==> config.mk <==
export PLATFORM = sky130hd
export DESIGN_NAME = uart_tx_framer
export DESIGN_NICKNAME = d
export VERILOG_FILES = /design/src/rtl/uart_tx_framer.sv
export SDC_FILE = /design/constraint.sdc
export NUM_CORES = 1
export LEC_CHECK = 0
export ABC_AREA = 1
export ABC_CLOCK_PERIOD_IN_PS = 2850
export BUFFER_PORTS_ARGS = -buffer_cell sky130_fd_sc_hd__clkbuf_2
export CAP_MARGIN = 15
export CORE_ASPECT_RATIO = 0.5
export CORE_UTILIZATION = 59
export DETAILED_ROUTE_END_ITERATION = 7
export GPL_TIMING_DRIVEN = 0
export HOLD_SLACK_MARGIN = 0.06
export PLACE_DENSITY = 0.79
export SYNTH_ARGS = -nofsm -noshare
export SYNTH_HDL_FRONTEND = slang
export SYNTH_SLANG_ARGS = --single-unit
export TNS_END_PERCENT = 100
==> constraint.sdc <==
create_clock -name UART_CLK -period 2.85 [get_ports UART_CLK]
set_input_delay 0.57 -clock UART_CLK [delete_from_list [all_inputs] [get_ports UART_CLK]]
set_output_delay 0.57 -clock UART_CLK [all_outputs]
set_load 0.005 [all_outputs]
==> src/rtl/uart_tx_framer.sv <==
// uart_tx_framer
//   Serial transmit framer. Bytes arrive over a valid/ready handshake into a
//   one-entry holding register, are copied into a shifter when the line is
//   free, and go out LSB-first framed by a programmable number of start and
//   stop bits. Everything runs on UART_CLK; any clock-domain crossing is
//   done upstream.
//
// Ports
//   UART_CLK    clock, all state updates on the rising edge
//   RESET       asynchronous, active-low reset
//   TX_DATA     byte to send, captured when TX_VALID && TX_READY
//   TX_VALID    upstream offers TX_DATA
//   TX_READY    holding register empty
//   START_BITS  start bits per frame (0 behaves as 1), latched at load
//   STOP_BITS   stop bits per frame (0 behaves as 1), latched at load
//   UART_OUT    serial line, idles high
//   TX_BUSY     a frame is being shifted out
//   TX_DONE     one-cycle pulse during the last cycle of the last stop bit
module uart_tx_framer #(
  parameter int DATA_BITS    = 8,
  parameter int CLKS_PER_BIT = 4
) (
  input  logic                 UART_CLK,
  input  logic                 RESET,
  input  logic [DATA_BITS-1:0] TX_DATA,
  input  logic                 TX_VALID,
  output logic                 TX_READY,
  input  logic [3:0]           START_BITS,
  input  logic [3:0]           STOP_BITS,
  output logic                 UART_OUT,
  output logic                 TX_BUSY,
  output logic                 TX_DONE
);

  typedef enum logic [1:0] {IDLE, START, DATA, STOP} state_t;

  localparam logic [7:0] BAUD_LAST   = 8'(CLKS_PER_BIT - 1);
  localparam logic [7:0] BAUD_PENULT = 8'((CLKS_PER_BIT >= 2) ? CLKS_PER_BIT - 2 : 0);
  localparam bit         SINGLE_CLK  = (CLKS_PER_BIT == 1);
  localparam logic [5:0] DATA_LAST   = 6'(DATA_BITS - 1);
  localparam int         NEXT_IDX    = (DATA_BITS > 1) ? 1 : 0;

  state_t               state;
  logic [DATA_BITS-1:0] hold;
  logic [DATA_BITS-1:0] shifter;
  logic                 hold_full;
  logic                 ready;
  logic [3:0]           start_len;
  logic [3:0]           stop_len;
  logic [7:0]           baud_cnt;
  logic [5:0]           bit_cnt;
  logic                 line;
  logic                 busy;
  logic                 done;

  logic [3:0] start_eff;
  logic [3:0] stop_eff;
  logic       bit_end;
  logic       start_last;
  logic       stop_last_bit;
  logic       frame_end;
  logic       load;
  logic       accept;

  assign start_eff     = (START_BITS == 4'd0) ? 4'd1 : START_BITS;
  assign stop_eff      = (STOP_BITS  == 4'd0) ? 4'd1 : STOP_BITS;
  assign bit_end       = (baud_cnt == BAUD_LAST);
  assign start_last    = (bit_cnt == {2'b00, start_len} - 6'd1);
  assign stop_last_bit = (bit_cnt == {2'b00, stop_len} - 6'd1);
  assign frame_end     = (state == STOP) && bit_end && stop_last_bit;
  // Load either from idle or on the very edge that ends the previous frame,
  // which gives back-to-back frames with no idle gap.
  assign load          = hold_full && ((state == IDLE) || frame_end);
  assign accept        = TX_VALID && ready;

  assign TX_READY = ready;
  assign UART_OUT = line;
  assign TX_BUSY  = busy;
  assign TX_DONE  = done;

  always_ff @(posedge UART_CLK or negedge RESET) begin
    if (!RESET) begin
      state     <= IDLE;
      hold      <= '0;
      shifter   <= '0;
      hold_full <= 1'b0;
      ready     <= 1'b1;
      start_len <= 4'd1;
      stop_len  <= 4'd1;
      baud_cnt  <= 8'd0;
      bit_cnt   <= 6'd0;
      line      <= 1'b1;
      busy      <= 1'b0;
      done      <= 1'b0;
    end else begin
      done <= 1'b0;

      // Holding register: load and accept are mutually exclusive because
      // ready is low whenever hold_full is set.
      if (load) begin
        hold_full <= 1'b0;
        ready     <= 1'b1;
      end else if (accept) begin
        hold      <= TX_DATA;
        hold_full <= 1'b1;
        ready     <= 1'b0;
      end

      if (load) begin
        shifter   <= hold;
        start_len <= start_eff;
        stop_len  <= stop_eff;
        state     <= START;
        line      <= 1'b0;
        busy      <= 1'b1;
        baud_cnt  <= 8'd0;
        bit_cnt   <= 6'd0;
      end else begin
        case (state)
          IDLE: begin
            line <= 1'b1;
          end
          START: begin
            if (bit_end) begin
              baud_cnt <= 8'd0;
              if (start_last) begin
                state   <= DATA;
                bit_cnt <= 6'd0;
                line    <= shifter[0];
              end else begin
                bit_cnt <= bit_cnt + 6'd1;
              end
            end else begin
              baud_cnt <= baud_cnt + 8'd1;
            end
          end
          DATA: begin
            if (bit_end) begin
              baud_cnt <= 8'd0;
              shifter  <= shifter >> 1;
              if (bit_cnt == DATA_LAST) begin
                state   <= STOP;
                bit_cnt <= 6'd0;
                line    <= 1'b1;
                // With one clock per bit the first stop cycle may already be
                // the last cycle of the frame.
                done    <= SINGLE_CLK && (stop_len == 4'd1);
              end else begin
                bit_cnt <= bit_cnt + 6'd1;
                line    <= shifter[NEXT_IDX];
              end
            end else begin
              baud_cnt <= baud_cnt + 8'd1;
            end
          end
          STOP: begin
            if (bit_end) begin
              baud_cnt <= 8'd0;
              if (stop_last_bit) begin
                state <= IDLE;
                busy  <= 1'b0;
                line  <= 1'b1;
              end else begin
                bit_cnt <= bit_cnt + 6'd1;
                done    <= SINGLE_CLK && ({2'b00, stop_len} == bit_cnt + 6'd2);
              end
            end else begin
              baud_cnt <= baud_cnt + 8'd1;
              // done is registered, so it is raised one cycle early to land
              // on the final cycle of the last stop bit.
              done     <= !SINGLE_CLK && (baud_cnt == BAUD_PENULT) && stop_last_bit;
            end
          end
          default: begin
            state <= IDLE;
            line  <= 1'b1;
            busy  <= 1'b0;
          end
        endcase
      end
    end
  end

endmodule

# --- Word level (Yosys, flattened, before mapping) ---
# Cells that the tools add are included.
word_totals:
  ff_bits: 45
  in_bits: 19
  output_inout_bits: 4
  wordCells: 98
op_classes:
  n_addsub: 4
  n_eq_ne: 15
  n_mux: 43
  n_bitwise: 1
  reduce_logical: 23
ops:
  columns: ["operator", "n"]
  rows:
  - ["8-bit 2-to-1 mux", 6]
  - ["6-bit 2-to-1 mux", 7]
  - ["3-bit != test (second input constant)", 7]
  - ["1-bit 2-to-1 mux", 18]
  - ["6-bit case mux with 3 select lines", 1]
  - ["8-bit by 2-bit == test with 1-bit output (second input constant)", 2]
  - ["2-bit 2-to-1 mux", 7]
  - ["6-bit == test", 2]
  - ["2-bit nonzero test", 6]
  - ["5-bit AND reduction", 2]
  - ["4-bit by 1-bit subtractor with 5-bit output (second input constant)", 2]
  - ["8-bit by 1-bit adder with 8-bit output (second input constant)", 1]
  - ["4-bit zero test", 2]
  - ["4-bit 2-to-1 mux", 2]
  - ["7-bit AND reduction", 1]
  - ["6-bit by 1-bit adder with 6-bit output (second input constant)", 1]
  - ["6-bit by 3-bit == test with 1-bit output (second input constant)", 1]
  - ["2-bit case mux with 3 select lines", 1]
  - ["1-bit logical AND", 5]
  - ["2-bit == test (second input constant)", 2]
  - ["1-bit case mux with 4 select lines", 1]
  - ["2-bit AND reduction", 2]
  - ["4-bit nonzero test", 1]
  - ["3-bit AND reduction", 1]
  - ["5 further kinds", 5]

# --- Depth between registers and ports, before layout ---
logic_depth:
  ltp_word: 7
  depth_mapped: 16
  ltp_nobuf: 15

# --- Worst setup path before layout ---
# Ideal clock, no wire load.
synth_path:
  kind: "reg2reg"
  start: "reg stop_len[0]"
  end: "reg state[1]"
  setup_ns: 0.117
  t_arrival_ns: 1.911
  t_required_ns: 2.733
  slack_ns: 0.823
  stages_incl_launch_ff: 16
  path_buffers: 1
  period_less_slack_ns: 2.027
  cell_sequence: "dfstp_2 -> inv_1 -> ha_1 -> nand2_1 -> inv_1 -> nor2_1 -> nand3_1 -> nor2_1 -> nand3_1 -> nand2_2 -> nand2_4 -> buf_6 -> a21oi_4 -> nand2_1 -> nand2_1 -> nand2_1"
synth_via:
  elab_chain_len: 7
  word_cells_on_any_way: 14
  classes_between: "add/sub: 1; eq/ne: 7; mux: 1; reduce/logical: 5"
synth_lines:
  columns: ["item", "line_no", "source"]
  rows:
  - ["from (decl)", "49", "logic [3:0] stop_len;"]
  - ["from (signal assigned)", "112", "stop_len <= stop_eff;"]
  - ["4-bit by 1-bit subtractor with 5-bit output (*)", "69", "assign stop_last_bit = (bit_cnt == {2'b00, stop_len} - 6'd1);"]
  - ["6-bit == test (*)", "69", null]
  - ["1-bit logical AND", "70", "assign frame_end = (state == STOP) && bit_end && stop_last_bit;"]
  - ["1-bit logical OR", "73", "assign load = hold_full && ((state == IDLE) || frame_end);"]
  - ["1-bit logical AND", "73", null]
  - ["3-bit != test (no line) or 4-bit nonzero test (tied branches)", null, null]
  - ["7-bit AND reduction (no line)", null, null]
  - ["to (signal assigned)", "83", "state <= IDLE;"]
  - ["to (signal assigned)", "113", "state <= START;"]
  - ["to (signal assigned)", "127", "state <= DATA;"]
  - ["to (decl)", "43", "state_t state;"]
# Every way passes the cells marked *; elsewhere a longest branch is shown, timed or not.
# A chain may end at the register's enable or synchronous reset.

# --- Final worst setup path ---
layout_path:
  start: "reg stop_len[0]"
  end: "reg shifter[6]"
layout_via:
  elab_chain_len: 7
  word_cells_on_any_way: 9
  classes_between: "add/sub: 1; eq/ne: 1; mux: 1; reduce/logical: 6"
layout_lines:
  columns: ["item", "line_no", "source"]
  rows:
  - ["4-bit by 1-bit subtractor with 5-bit output (*)", "69", null]
  - ["6-bit == test (*)", "69", null]
  - ["1-bit logical AND (*)", "70", null]
  - ["1-bit logical OR (*)", "73", null]
  - ["1-bit logical AND (*)", "73", null]
  - ["2-bit nonzero test (no line)", null, null]
  - ["2-bit AND reduction (no line)", null, null]
  - ["to (signal assigned)", "110", "shifter <= hold;"]
  - ["to (signal assigned)", "140", "shifter <= shifter >> 1;"]
  - ["to (decl)", "45", "logic [DATA_BITS-1:0] shifter;"]
# Marked as above.

==> metrics.csv <==
stage,metric,value,unit
setup_path,required time worst endpoint,3100,ps
setup_path,CP peak stage delay,580,ps
synth,sequential area share after synthesis,0.420,
synth,Yosys warning count,0,
placement,Port Buffer Count,22,
clock_tree,Post-CTS Setup Bufs,0,
clock_tree,Post-CTS Hold Buffers,0,
finish,fillers,354,
clock_tree,post-cts resize count,0,
route,initial DRC count,105,
synth,Syn Area/Cell,7.39,sq um
sta,final setup TNS,0,ps
grt,first-pass GRT wire length,9.79,mm
synth,Yosys top cell by area,dfrtp_1,
sta,number of setup violations in the final report,0,
setup_path,"slowest stage cell, crit path",dfstp_2,
sta,Worst Skew,7.19,ps
setup_path,"Buf+Inv Stages, Crit Path",4,
grt,largest net degree at the start of global routing,46,
route,Vias/cell,5.24,
finish,"most common cell after layout, fill and taps aside",nand2_1,
synth,syn nets,393,
setup_path,"delay-heaviest family, CP",simple AND/OR/NAND/NOR gates,
clock_tree,clk sinks,45,
sta,FMAX,0.418,GHz
clock_tree,"Clk pin slew, worst setup/hold paths",90,ps
placement,DP Wirelength,4.15,mm
clock_tree,maximum clock path buffer count,2,
setup_path,Startpoint Class,register,
worst_hold_path,Hold/Removal Path Class,in2async,
floorplan,area of the die,4850,sq um
sta,slew margin rel.,0.636,
floorplan,die width,97.5,microns
sta,Tmin final,2390,ps
sta,RSZ-0062 raised after global routing,false,
finish,diode count,0,
clock_tree,worst skew pair latency,300,ps
grt,initial antenna violation count,0,
finish,Area Growth Syn to Fin,10.7,%
grt,number of global-route vias before repair,2231,
clock_tree,clock root buffer,clkbuf_8,
floorplan,die height,49.8,microns
synth,post-synth cell types,30,
sta,Final Max Tran Viols,0,
grt,All-Layer GR Usage,0.256,
synth,Post-Syn Instances,364,
route,first-pass iteration count of the detailed router,4,
sta,Final Hold Vio Count,0,
synth,Post-Synthesis Cell Area,2690,sq um
setup_path,Levels on crit path,14,
pwr,"Power, Total",3.34,mW
route,DRT Wirelength,5.52,mm
route,Wirelength per Cell,12.3,microns
finish,nets@finish,423,
setup_path,Critical Path End Type,register,
floorplan,Initial Util,0.653,
pwr,power density cells,1120,nW/um^2
pwr,Leak Pwr,1.61,nW
finish,layout cells sized above 1,0.139,
setup_path,top fanout value on the critical path,10,
setup_path,CP Class,reg2reg,
synth,"top cells by area, synth","dfrtp_1 38%, nand2_1 13%, inv_1 8.5%",
synth,"flops & latches, synth",45,
setup_path,"critical path, cell by cell","inv_1, ha_1, nand2_1, inv_1, nor2_1, nand3_1, nor2_1, nand3_1, nand2_2, nand2_4, clkbuf_1, o211ai_1, o21ai_0, inv_1",
placement,RD Place Congestion,0.841,
finish,Layout Cells excl Fill,449,
finish,post-layout util,0.722,
synth,Yosys top cell area share,0.381,
outcome,status,completed,
grt,global route total overflow,0,
route,ANT nets after route,0,
setup_path,Critical Path AT,2650,ps
floorplan,Core Rows,16,
run,# Max-Cap Violations,0,
sta,Slew @ Worst Pin,546,ps
route,DRC violations left,0,
pwr,Max VDD drop,0.468,mV
clock_tree,TritonCTS clock tree,done,
floorplan,IO Count,23,
floorplan,core footprint,4120,sq um
clock_tree,TritonCTS buffer count,5,
setup_path,Worst path most repeated cell,inv_1,
finish,"commonest non-fill, non-tap cells in the layout","93 x nand2_1, 61 x inv_1, 41 x dfrtp_1, 35 x nor2_1",
placement,Placed Cells,440,
setup_path,Worst Reg-to-Reg Cells,14,
sta,Tcrit/Tclk final,0.840,
route,vias,2355,
clock_tree,CTS H-tree depth,2,
Yosys cell counts:
master    instances
a21oi_1           6
a21oi_4           3
a31oi_1           2
buf_2             3
buf_6             2
clkbuf_1          2
dfrtp_1          41
dfstp_2           4
ha_1             10
inv_1            61
inv_2             3
nand2_1          93
nand2_2           3
nand2_4           1
nand3_1          26
nand3_2           1
nand4_1           3
nor2_1           35
nor2_2            3
nor3_1            4
nor4_1            2
o211a_1           1
o211ai_1          8
o21ai_0          26
o21ai_1          10
o22ai_1           2
o31ai_1           1
or2_2             1
xnor2_1           4
xor2_1            3
worst register-to-register path, stage by stage (launching register included):
cell and delay, ps:
dfstp_2 580, inv_1 60, ha_1 310, nand2_1 70, inv_1 40, nor2_1 80, nand3_1 80, nor2_1 200
nand3_1 130, nand2_2 110, nand2_4 80, clkbuf_1 240, o211ai_1 170, o21ai_0 120, inv_1 70
metal layers:
metal / vias up / wire length (microns) / track usage
met2: 44 / 2480 / 0.418
met1: 1094 / 2750 / 0.348
met5: - / 0 / 0
met3: 8 / 239 / 0.0596
li1: 1209 / - / -
met4: 0 / 46 / 0.0637
stage by stage:
stage               setup WS (ps)  hold slack, ps  instance area, sq um
global route                  189             253                  2980
detailed placement            524             453                  2870
global placement              574             446                  2870
floorplan                     823             274                  2690
finish                        455             229                  2980
CTS                           483             459                  2960
worst paths after layout:
path / endpoint / slack (ps) / start
worst max register to register: shifter[6]$_DFFE_PN0P_ / 460 / stop_len[0]$_DFFE_PN1N_
worst min register to register: baud_cnt[7]$_DFFE_PN0P_ / 460 / baud_cnt[7]$_DFFE_PN0P_
max in group asynchronous: bit_cnt[5]$_DFFE_PN0P_ / 2090 / RESET
worst min-delay path: hold[3]$_DFFE_PN0P_ / 230 / RESET
min in group UART_CLK: TX_READY$_DFFE_PN1P_ / 450 / TX_VALID
worst max-delay path: shifter[6]$_DFFE_PN0P_ / 460 / stop_len[0]$_DFFE_PN1N_
layout make-up:
class / count / area (sq um) / area share
multi-input cells: 248 / 1270 / 0.428
flip-flops and latches: 45 / 1130 / 0.380
inverters: 64 / 240 / 0.0806
repair buffers: 23 / 130 / 0.0437
clock buffers: 5 / 68.8 / 0.0231
well taps: 54 / 67.6 / 0.0227
plain buffers: 7 / 45.0 / 0.0151
clock inverters: 3 / 21.3 / 0.00714
report_power, final:
part | total [mW] | internal [mW] | leakage, nW | switching, mW
Combinational | 1.79 | 0.660 | 1.02 | 1.13
Sequential | 1.16 | 0.934 | 0.553 | 0.224
Clock | 0.401 | 0.174 | 0.0445 | 0.227
kinds of logic (layout without fill, tap and decap cells):
family | count (synthesis) | in the layout | share of synthesized area
DFF | 45 | 45 | 0.420
xor gates and xnor gates | 7 | 7 | 0.0228
AOI/OAI and AO/OA | 59 | 59 | 0.134
and+or+nand+nor | 172 | 172 | 0.270
adders and majority gates | 10 | 10 | 0.0465
buffers and inverters | 71 | 102 | 0.106
registers in the layout (all words and copies together) (netlist names), 2 cells and up:
name / flops
baud_cnt: 8
bit_cnt: 6
hold: 8
shifter: 8
start_len: 4
state: 2
stop_len: 4
Power figures use the tool's default switching activity.
